`src/rtl/vga_capture_if.sv`:
```
// Frame-buffer write port of the VGA capture block.
// Valid/ready handshake carrying a pixel index and its 24-bit colour.
interface vga_capture_if #(
  parameter int ADDR_W = 19
);
  logic              wr_valid;
  logic              wr_ready;
  logic [ADDR_W-1:0] wr_addr;
  logic [23:0]       wr_data;

  modport master (
    output wr_valid,
    output wr_addr,
    output wr_data,
    input  wr_ready
  );

  modport slave (
    input  wr_valid,
    input  wr_addr,
    input  wr_data,
    output wr_ready
  );
endinterface

```
`src/rtl/vga_capture.sv`:
```
// VGA receive side: measures line/frame timing against the expected mode
// and grabs one full frame into a small write FIFO on request.
module vga_capture #(
  parameter int H_TOTAL    = 1040,
  parameter int H_DISP     = 800,
  parameter int V_TOTAL    = 666,
  parameter int V_DISP     = 600,
  parameter int FIFO_DEPTH = 4,
  parameter int ADDR_W     = 19
) (
  input  logic        clk,
  input  logic        rst,
  input  logic [7:0]  vga_r,
  input  logic [7:0]  vga_g,
  input  logic [7:0]  vga_b,
  input  logic        vga_hs,
  input  logic        vga_vs,
  input  logic        vga_blank_n,
  input  logic        cap_start,
  vga_capture_if.master wr,
  output logic        cap_busy,
  output logic        cap_done,
  output logic        cap_err,
  output logic        fifo_ovf,
  output logic        locked,
  output logic [10:0] meas_h_total,
  output logic [10:0] meas_h_active,
  output logic [9:0]  meas_v_total,
  output logic [9:0]  meas_v_active
);

  localparam int PIX = H_DISP * V_DISP;
  localparam int PW  = $clog2(FIFO_DEPTH);
  localparam int CW  = ADDR_W + 1;
  localparam int EW  = ADDR_W + 24;

  typedef enum logic [1:0] {IDLE, ARMED, CAPTURE, DONE} state_t;

  state_t         state;
  logic [23:0]    pix_q;
  logic           hs_q;
  logic           vs_q;
  logic           blank_q;
  logic           hs_p;
  logic           vs_p;
  logic           hs_fall;
  logic           vs_fall;

  logic [10:0]    h_cnt;
  logic [10:0]    a_cnt;
  logic           line_act;
  logic           h_seen;
  logic [9:0]     v_cnt;
  logic [9:0]     va_cnt;
  logic           v_seen;
  logic           match_prev;
  logic           frame_ok;

  logic [CW-1:0]  pix_cnt;
  logic [CW-1:0]  pix_nxt;
  logic           push;
  logic           pop;
  logic           full;
  logic           accept;
  logic           drop;
  logic [PW:0]    wp;
  logic [PW:0]    rp;
  logic [PW:0]    level;
  logic [EW-1:0]  mem [FIFO_DEPTH];

  assign hs_fall = hs_p & ~hs_q;
  assign vs_fall = vs_p & ~vs_q;

  // Register the pixel bus once and keep the previous sync levels.
  always_ff @(posedge clk or posedge rst) begin
    if (rst) begin
      pix_q   <= '0;
      hs_q    <= 1'b0;
      vs_q    <= 1'b0;
      blank_q <= 1'b0;
      hs_p    <= 1'b0;
      vs_p    <= 1'b0;
    end else begin
      pix_q   <= {vga_r, vga_g, vga_b};
      hs_q    <= vga_hs;
      vs_q    <= vga_vs;
      blank_q <= vga_blank_n;
      hs_p    <= hs_q;
      vs_p    <= vs_q;
    end
  end

  // Per-line measurement; blank lines carry no active-width figure,
  // so meas_h_active reflects the last line that had pixels.
  always_ff @(posedge clk or posedge rst) begin
    if (rst) begin
      h_cnt         <= '0;
      a_cnt         <= '0;
      line_act      <= 1'b0;
      h_seen        <= 1'b0;
      meas_h_total  <= '0;
      meas_h_active <= '0;
    end else if (hs_fall) begin
      h_cnt    <= 11'd1;
      a_cnt    <= 11'(blank_q);
      line_act <= blank_q;
      h_seen   <= 1'b1;
      if (h_seen) begin
        meas_h_total <= h_cnt;
        if (line_act) meas_h_active <= a_cnt;
      end
    end else begin
      h_cnt    <= h_cnt + 11'd1;
      a_cnt    <= a_cnt + 11'(blank_q);
      line_act <= line_act | blank_q;
    end
  end

  assign frame_ok = (meas_h_total  == 11'(H_TOTAL)) &&
                    (meas_h_active == 11'(H_DISP))  &&
                    (v_cnt         == 10'(V_TOTAL)) &&
                    (va_cnt        == 10'(V_DISP));

  // Per-frame measurement and lock tracking over two good frames.
  always_ff @(posedge clk or posedge rst) begin
    if (rst) begin
      v_cnt         <= '0;
      va_cnt        <= '0;
      v_seen        <= 1'b0;
      match_prev    <= 1'b0;
      locked        <= 1'b0;
      meas_v_total  <= '0;
      meas_v_active <= '0;
    end else if (vs_fall) begin
      v_cnt  <= hs_fall ? 10'd1 : 10'd0;
      va_cnt <= (hs_fall && line_act) ? 10'd1 : 10'd0;
      v_seen <= 1'b1;
      if (v_seen) begin
        meas_v_total  <= v_cnt;
        meas_v_active <= va_cnt;
        locked        <= frame_ok & match_prev;
        match_prev    <= frame_ok;
      end
    end else if (hs_fall) begin
      v_cnt <= v_cnt + 10'd1;
      if (line_act) va_cnt <= va_cnt + 10'd1;
    end
  end

  assign level   = wp - rp;
  assign full    = (level == (PW+1)'(FIFO_DEPTH));
  assign push    = (state == CAPTURE) & blank_q;
  assign pop     = wr.wr_valid & wr.wr_ready;
  assign accept  = push & (~full | pop);
  assign drop    = push & full & ~pop;
  assign pix_nxt = pix_cnt + CW'(push);

  // Capture sequencer with sticky error flags.
  always_ff @(posedge clk or posedge rst) begin
    if (rst) begin
      state    <= IDLE;
      cap_busy <= 1'b0;
      cap_done <= 1'b0;
      cap_err  <= 1'b0;
      fifo_ovf <= 1'b0;
      pix_cnt  <= '0;
    end else begin
      cap_done <= 1'b0;
      pix_cnt  <= pix_nxt;
      if (drop) begin
        fifo_ovf <= 1'b1;
        cap_err  <= 1'b1;
      end
      unique case (state)
        IDLE, DONE: begin
          state <= IDLE;
          if (cap_start) begin
            state    <= ARMED;
            cap_busy <= 1'b1;
            cap_err  <= 1'b0;
            fifo_ovf <= 1'b0;
          end
        end
        ARMED: begin
          if (vs_fall) begin
            state   <= CAPTURE;
            pix_cnt <= '0;
          end
        end
        CAPTURE: begin
          if (vs_fall) begin
            state    <= DONE;
            cap_busy <= 1'b0;
            cap_done <= 1'b1;
            if (pix_nxt != CW'(PIX)) cap_err <= 1'b1;
          end
        end
      endcase
    end
  end

  // Write FIFO; a pop frees the slot for a same-cycle push.
  always_ff @(posedge clk or posedge rst) begin
    if (rst) begin
      wp <= '0;
      rp <= '0;
      for (int i = 0; i < FIFO_DEPTH; i++) mem[i] <= '0;
    end else begin
      if (accept) begin
        mem[wp[PW-1:0]] <= {pix_cnt[ADDR_W-1:0], pix_q};
        wp <= wp + 1'b1;
      end
      if (pop) rp <= rp + 1'b1;
    end
  end

  assign wr.wr_valid = (wp != rp);
  assign wr.wr_addr  = mem[rp[PW-1:0]][EW-1:24];
  assign wr.wr_data  = mem[rp[PW-1:0]][23:0];

endmodule
```
`src/flat_wrapper.sv`:
```
// flat-port wrapper written by rule: the top's interface ports become plain ports
module vga_capture_flat 
#(
  parameter int H_TOTAL    = 1040,
  parameter int H_DISP     = 800,
  parameter int V_TOTAL    = 666,
  parameter int V_DISP     = 600,
  parameter int FIFO_DEPTH = 4,
  parameter int ADDR_W     = 19
)
  (clk, rst, vga_r, vga_g, vga_b, vga_hs, vga_vs, vga_blank_n, cap_start, cap_busy, cap_done, cap_err, fifo_ovf, locked, meas_h_total, meas_h_active, meas_v_total, meas_v_active, wr_wr_valid, wr_wr_addr, wr_wr_data, wr_wr_ready);
  vga_capture_if #(.ADDR_W(ADDR_W)) wr_i ();
  input  logic clk;
  input  logic rst;
  input  logic [7:0] vga_r;
  input  logic [7:0] vga_g;
  input  logic [7:0] vga_b;
  input  logic vga_hs;
  input  logic vga_vs;
  input  logic vga_blank_n;
  input  logic cap_start;
  output logic cap_busy;
  output logic cap_done;
  output logic cap_err;
  output logic fifo_ovf;
  output logic locked;
  output logic [10:0] meas_h_total;
  output logic [10:0] meas_h_active;
  output logic [9:0] meas_v_total;
  output logic [9:0] meas_v_active;
  output wire logic [$bits(wr_i.wr_valid)-1:0] wr_wr_valid;
  output wire logic [$bits(wr_i.wr_addr)-1:0] wr_wr_addr;
  output wire logic [$bits(wr_i.wr_data)-1:0] wr_wr_data;
  input wire logic [$bits(wr_i.wr_ready)-1:0] wr_wr_ready;
  assign wr_wr_valid = wr_i.wr_valid;
  assign wr_wr_addr = wr_i.wr_addr;
  assign wr_wr_data = wr_i.wr_data;
  assign wr_i.wr_ready = wr_wr_ready;
  vga_capture #(.H_TOTAL(H_TOTAL), .H_DISP(H_DISP), .V_TOTAL(V_TOTAL), .V_DISP(V_DISP), .FIFO_DEPTH(FIFO_DEPTH), .ADDR_W(ADDR_W)) u_core (.clk(clk), .rst(rst), .vga_r(vga_r), .vga_g(vga_g), .vga_b(vga_b), .vga_hs(vga_hs), .vga_vs(vga_vs), .vga_blank_n(vga_blank_n), .cap_start(cap_start), .wr(wr_i), .cap_busy(cap_busy), .cap_done(cap_done), .cap_err(cap_err), .fifo_ovf(fifo_ovf), .locked(locked), .meas_h_total(meas_h_total), .meas_h_active(meas_h_active), .meas_v_total(meas_v_total), .meas_v_active(meas_v_active));
endmodule
```
`config.mk`:
```
export PLATFORM = sky130hd
export DESIGN_NAME = vga_capture_flat
export DESIGN_NICKNAME = d
export VERILOG_FILES = /design/src/rtl/vga_capture_if.sv /design/src/rtl/vga_capture.sv /design/src/flat_wrapper.sv
export SDC_FILE = /design/constraint.sdc
export NUM_CORES = 1
export LEC_CHECK = 0
export BUFFER_PORTS_ARGS = -buffer_cell sky130_fd_sc_hd__buf_4
export CAP_MARGIN = 20
export CELL_PAD_IN_SITES_DETAIL_PLACEMENT = 0
export CELL_PAD_IN_SITES_GLOBAL_PLACEMENT = 1
export CORE_MARGIN = 2
export CORE_UTILIZATION = 46
export CTS_CLUSTER_DIAMETER = 60
export CTS_CLUSTER_SIZE = 8
export DETAILED_ROUTE_END_ITERATION = 10
export HOLD_SLACK_MARGIN = 0.15
export PLACE_DENSITY = 0.83
export SKIP_CTS_REPAIR_TIMING = 1
export SLEW_MARGIN = 20
export SYNTH_ARGS = -nofsm -noshare
export SYNTH_HDL_FRONTEND = slang
export SYNTH_SLANG_ARGS = --single-unit
```
`constraint.sdc`:
```
create_clock -name clk -period 11.4 [get_ports clk]
set_clock_uncertainty 0.05 [all_clocks]
set_input_delay 2.28 -clock clk [delete_from_list [all_inputs] [get_ports clk]]
set_output_delay 2.28 -clock clk [all_outputs]
set_load 0.05 [all_outputs]
```
==> results.md <==
* First-pass GRT wire length at 49300 microns
* Count of cell types in the netlist at 47
* Clock Tree Buf Depth at 3
* Setup_tns at 0 ns
* Finished Cell Area at 0.0169 sq mm
* PortBufs at 121
* R2R cell count at 9
* Root Driver: clkbuf_16
* Worst path max stage delay at 0.67 ns
* Post-detail-place hpwl at 18400 microns
* Via Count at 8162
* Detail Route Antenna Nets at 0
* Setup crit start kind: flip-flop
* Least-Margin Pin Slew at 0.974 ns
* Critical R2R Launch: u_core.rp[1]$_DFFE_PP0P_
* Htree depth at 2
* Number of synthesized flops with an enable pin at 0
* R2R Setup Slk at 8.05 ns
* Drt pass-1 iters at 4
* Minimum clock period at 4.94 ns
* Post-Syn Nets at 1029
* Worst setup EP type: output port
* CTS Buf Count at 46
* Leading area contributor after synthesis: dfrtp_1
* Vias/cell at 5.42
* Worst hold start: u_core.vs_q$_DFF_PP0_
* Clk sinks at 322
* Worst setup path category: reg -> out
* Largest net degree at the start of global routing at 129
* Critical path peak fanout at 36
* Worst hold path class: reg -> reg
* Max-cap violation count at 0
* RSZ-0062 raised after global routing: false
* Dominant cells by area after synthesis: dfrtp_1 (55%), mux2_4 (16%), mux4_2 (6.6%)
* Share of layout cells above drive strength 1 at 40.4%
* Fin. max-slew vios at 0
* Final wirelength at 29800 microns
* Fin crit share at 43.3%
* Initial antenna violation count at 0
* Hold Path Sink: u_core.vs_p$_DFF_PP0_
* Starting Density at 46.6%
* Initial drt markers at 457
* DRC at 0
* Synth-to-Final Area Change at 15.3%
* Count leader, synth: dfrtp_1
* Synth top area share at 54.9%
* N_diodes at 0
* Post-synth top cells: dfrtp_1 (322), mux2_4 (159), nor2_1 (65)
* Die Wd at 183 microns
* FFs w/ async S/R, synth at 100%
* Die height at 183 microns
* Grt total ovfl at 0
* Tot GR Track Use at 18.6%
* Hold slack final at 0.339 ns
* Post-DP Area at 0.0156 sq mm
* Final setup viols at 0
* Crit path max-delay cell type: buf_4
* Fillers at 2518
* Area of the die at 0.0333 sq mm
* Reg2reg end: u_core.mem[116]$_DFFE_PP0P_
* FP Rows at 65
* Slew headroom at 34.9%
* Count of final hold-check violations at 0
* Reg clk slew, reported paths at 0.05 ns
* PwrDens at 265 mW/mm^2
* Cell area after synthesis at 0.0147 sq mm
* P_leak at 8.29 nW
* Cell mode on critical path: buf_4
* Core area at 0.0315 sq mm
* WL/cell at 19.8 microns
* Synth Register Bits at 322
* Final #Nets at 1149
* Vias in the first global route at 8742
* CTS tree: done
* Yosys warnings at 0
* Routability cong. at 0.777
* Synth Instances at 980
* Worst Path Required at 9.07 ns
* Worst-path cell chain: buf_4 > mux4_2 > buf_4
* Fmax at 202 MHz
* Peak supply drop at 0.163 mV
* Skew-Pair Late Insertion Delay at 0.55 ns
* Hold-critical path depth at 0
* Sequential fraction of the synthesis area at 54.9%
* Arrival time worst endpoint at 2.61 ns
* Outcome: finished, final reports clean
* Avg Cell Area, Syn at 15.0 sq um
* IO Count at 122
* Prevailing post-synth register cell: dfrtp_1
per-stage QoR:
stage / utilization [%] / power (mW) / worst slack [ns] / instances
floorplan: - / 2.94 / 0.157 / 980
global placement: 49.7 / 3.25 / 6.99 / 1454
detailed placement: 49.7 / 3.29 / 6.94 / 1454
CTS: 53.7 / 4.54 / 6.36 / 1507
global route: 53.7 / 4.70 / 6.27 / 1507
finish: 53.7 / 4.49 / 6.46 / 1507
cells by family after synthesis:
logic type	after synthesis	synth area share (%)
flip-flops	322	54.9
multiplexers	254	26.9
AND/OR/NAND/NOR	216	7.74
buffers and inverters	70	3.78
XOR/XNOR	55	3.28
AO/OA/AOI/OAI	45	1.85
adder cells (fa/ha/maj)	18	1.54
critical path: cells and delay by family (launching register included):
family	cells	cell delay [ns]
buffers and inverters	2	0.88
multiplexers	1	0.61
flip-flops	1	0.56
final cells by class:
cell class | count | area (sq um) | share of cell area (%)
inverters | 14 | 60.1 | 0.355
clock buffers | 49 | 1170 | 6.94
flip-flops and latches | 322 | 8060 | 47.7
clock inverters | 4 | 92.6 | 0.548
well taps | 402 | 503 | 2.98
multi-input cells | 588 | 6060 | 35.8
repair buffers | 128 | 961 | 5.68
state kept, by name, summed over array words and instances, names as in the netlist, 2 cells and up:
signal,flops
u_core.rp,3
u_core.wp,3
u_core.a_cnt,11
u_core.meas_v_active,10
u_core.h_cnt,11
u_core.meas_h_total,11
u_core.mem,172
u_core.pix_cnt,20
u_core.pix_q,24
u_core.meas_v_total,10
u_core.meas_h_active,11
u_core.state,2
u_core.v_cnt,10
u_core.va_cnt,10
where the power goes:
group | internal [mW] | switching (mW) | leakage [nW]
combinational | 0.766 | 0.864 | 3.52
sequential | 1.41 | 0.229 | 4.16
clock | 0.743 | 0.471 | 0.616
total | 2.92 | 1.56 | 8.29
layout by cell type (no fill, tap or decap), types with 29 or more instances in the layout:
cell type  count
buf_4        128
clkbuf_16     46
dfrtp_1      320
mux2_2        51
mux2_4       159
mux4_2        43
nand2_1       37
nand3_1       33
nor2_1        65
xor2_1        29
worst max-delay path by stage:
stage	start	to
global route	u_core.rp[1]$_DFFE_PP0P_	wr_wr_addr[0]
finish	u_core.rp[1]$_DFFE_PP0P_	wr_wr_addr[0]
global placement	u_core.rp[1]$_DFFE_PP0P_	wr_wr_data[9]
detailed placement	u_core.rp[1]$_DFFE_PP0P_	wr_wr_data[4]
floorplan	rst	u_core.a_cnt[0]$_DFF_PP0_
CTS	u_core.rp[1]$_DFFE_PP0P_	wr_wr_addr[0]
per-layer routing:
metal / vias up / routed length, microns / global-route usage [%]
met3: 48 / 1130 / 3.31
met5: - / 0 / 0
met1: 4254 / 14200 / 26.5
met2: 162 / 13900 / 29.4
li1: 3698 / - / -
met4: 0 / 604 / 5.26
(Power assumes the default switching activity.)
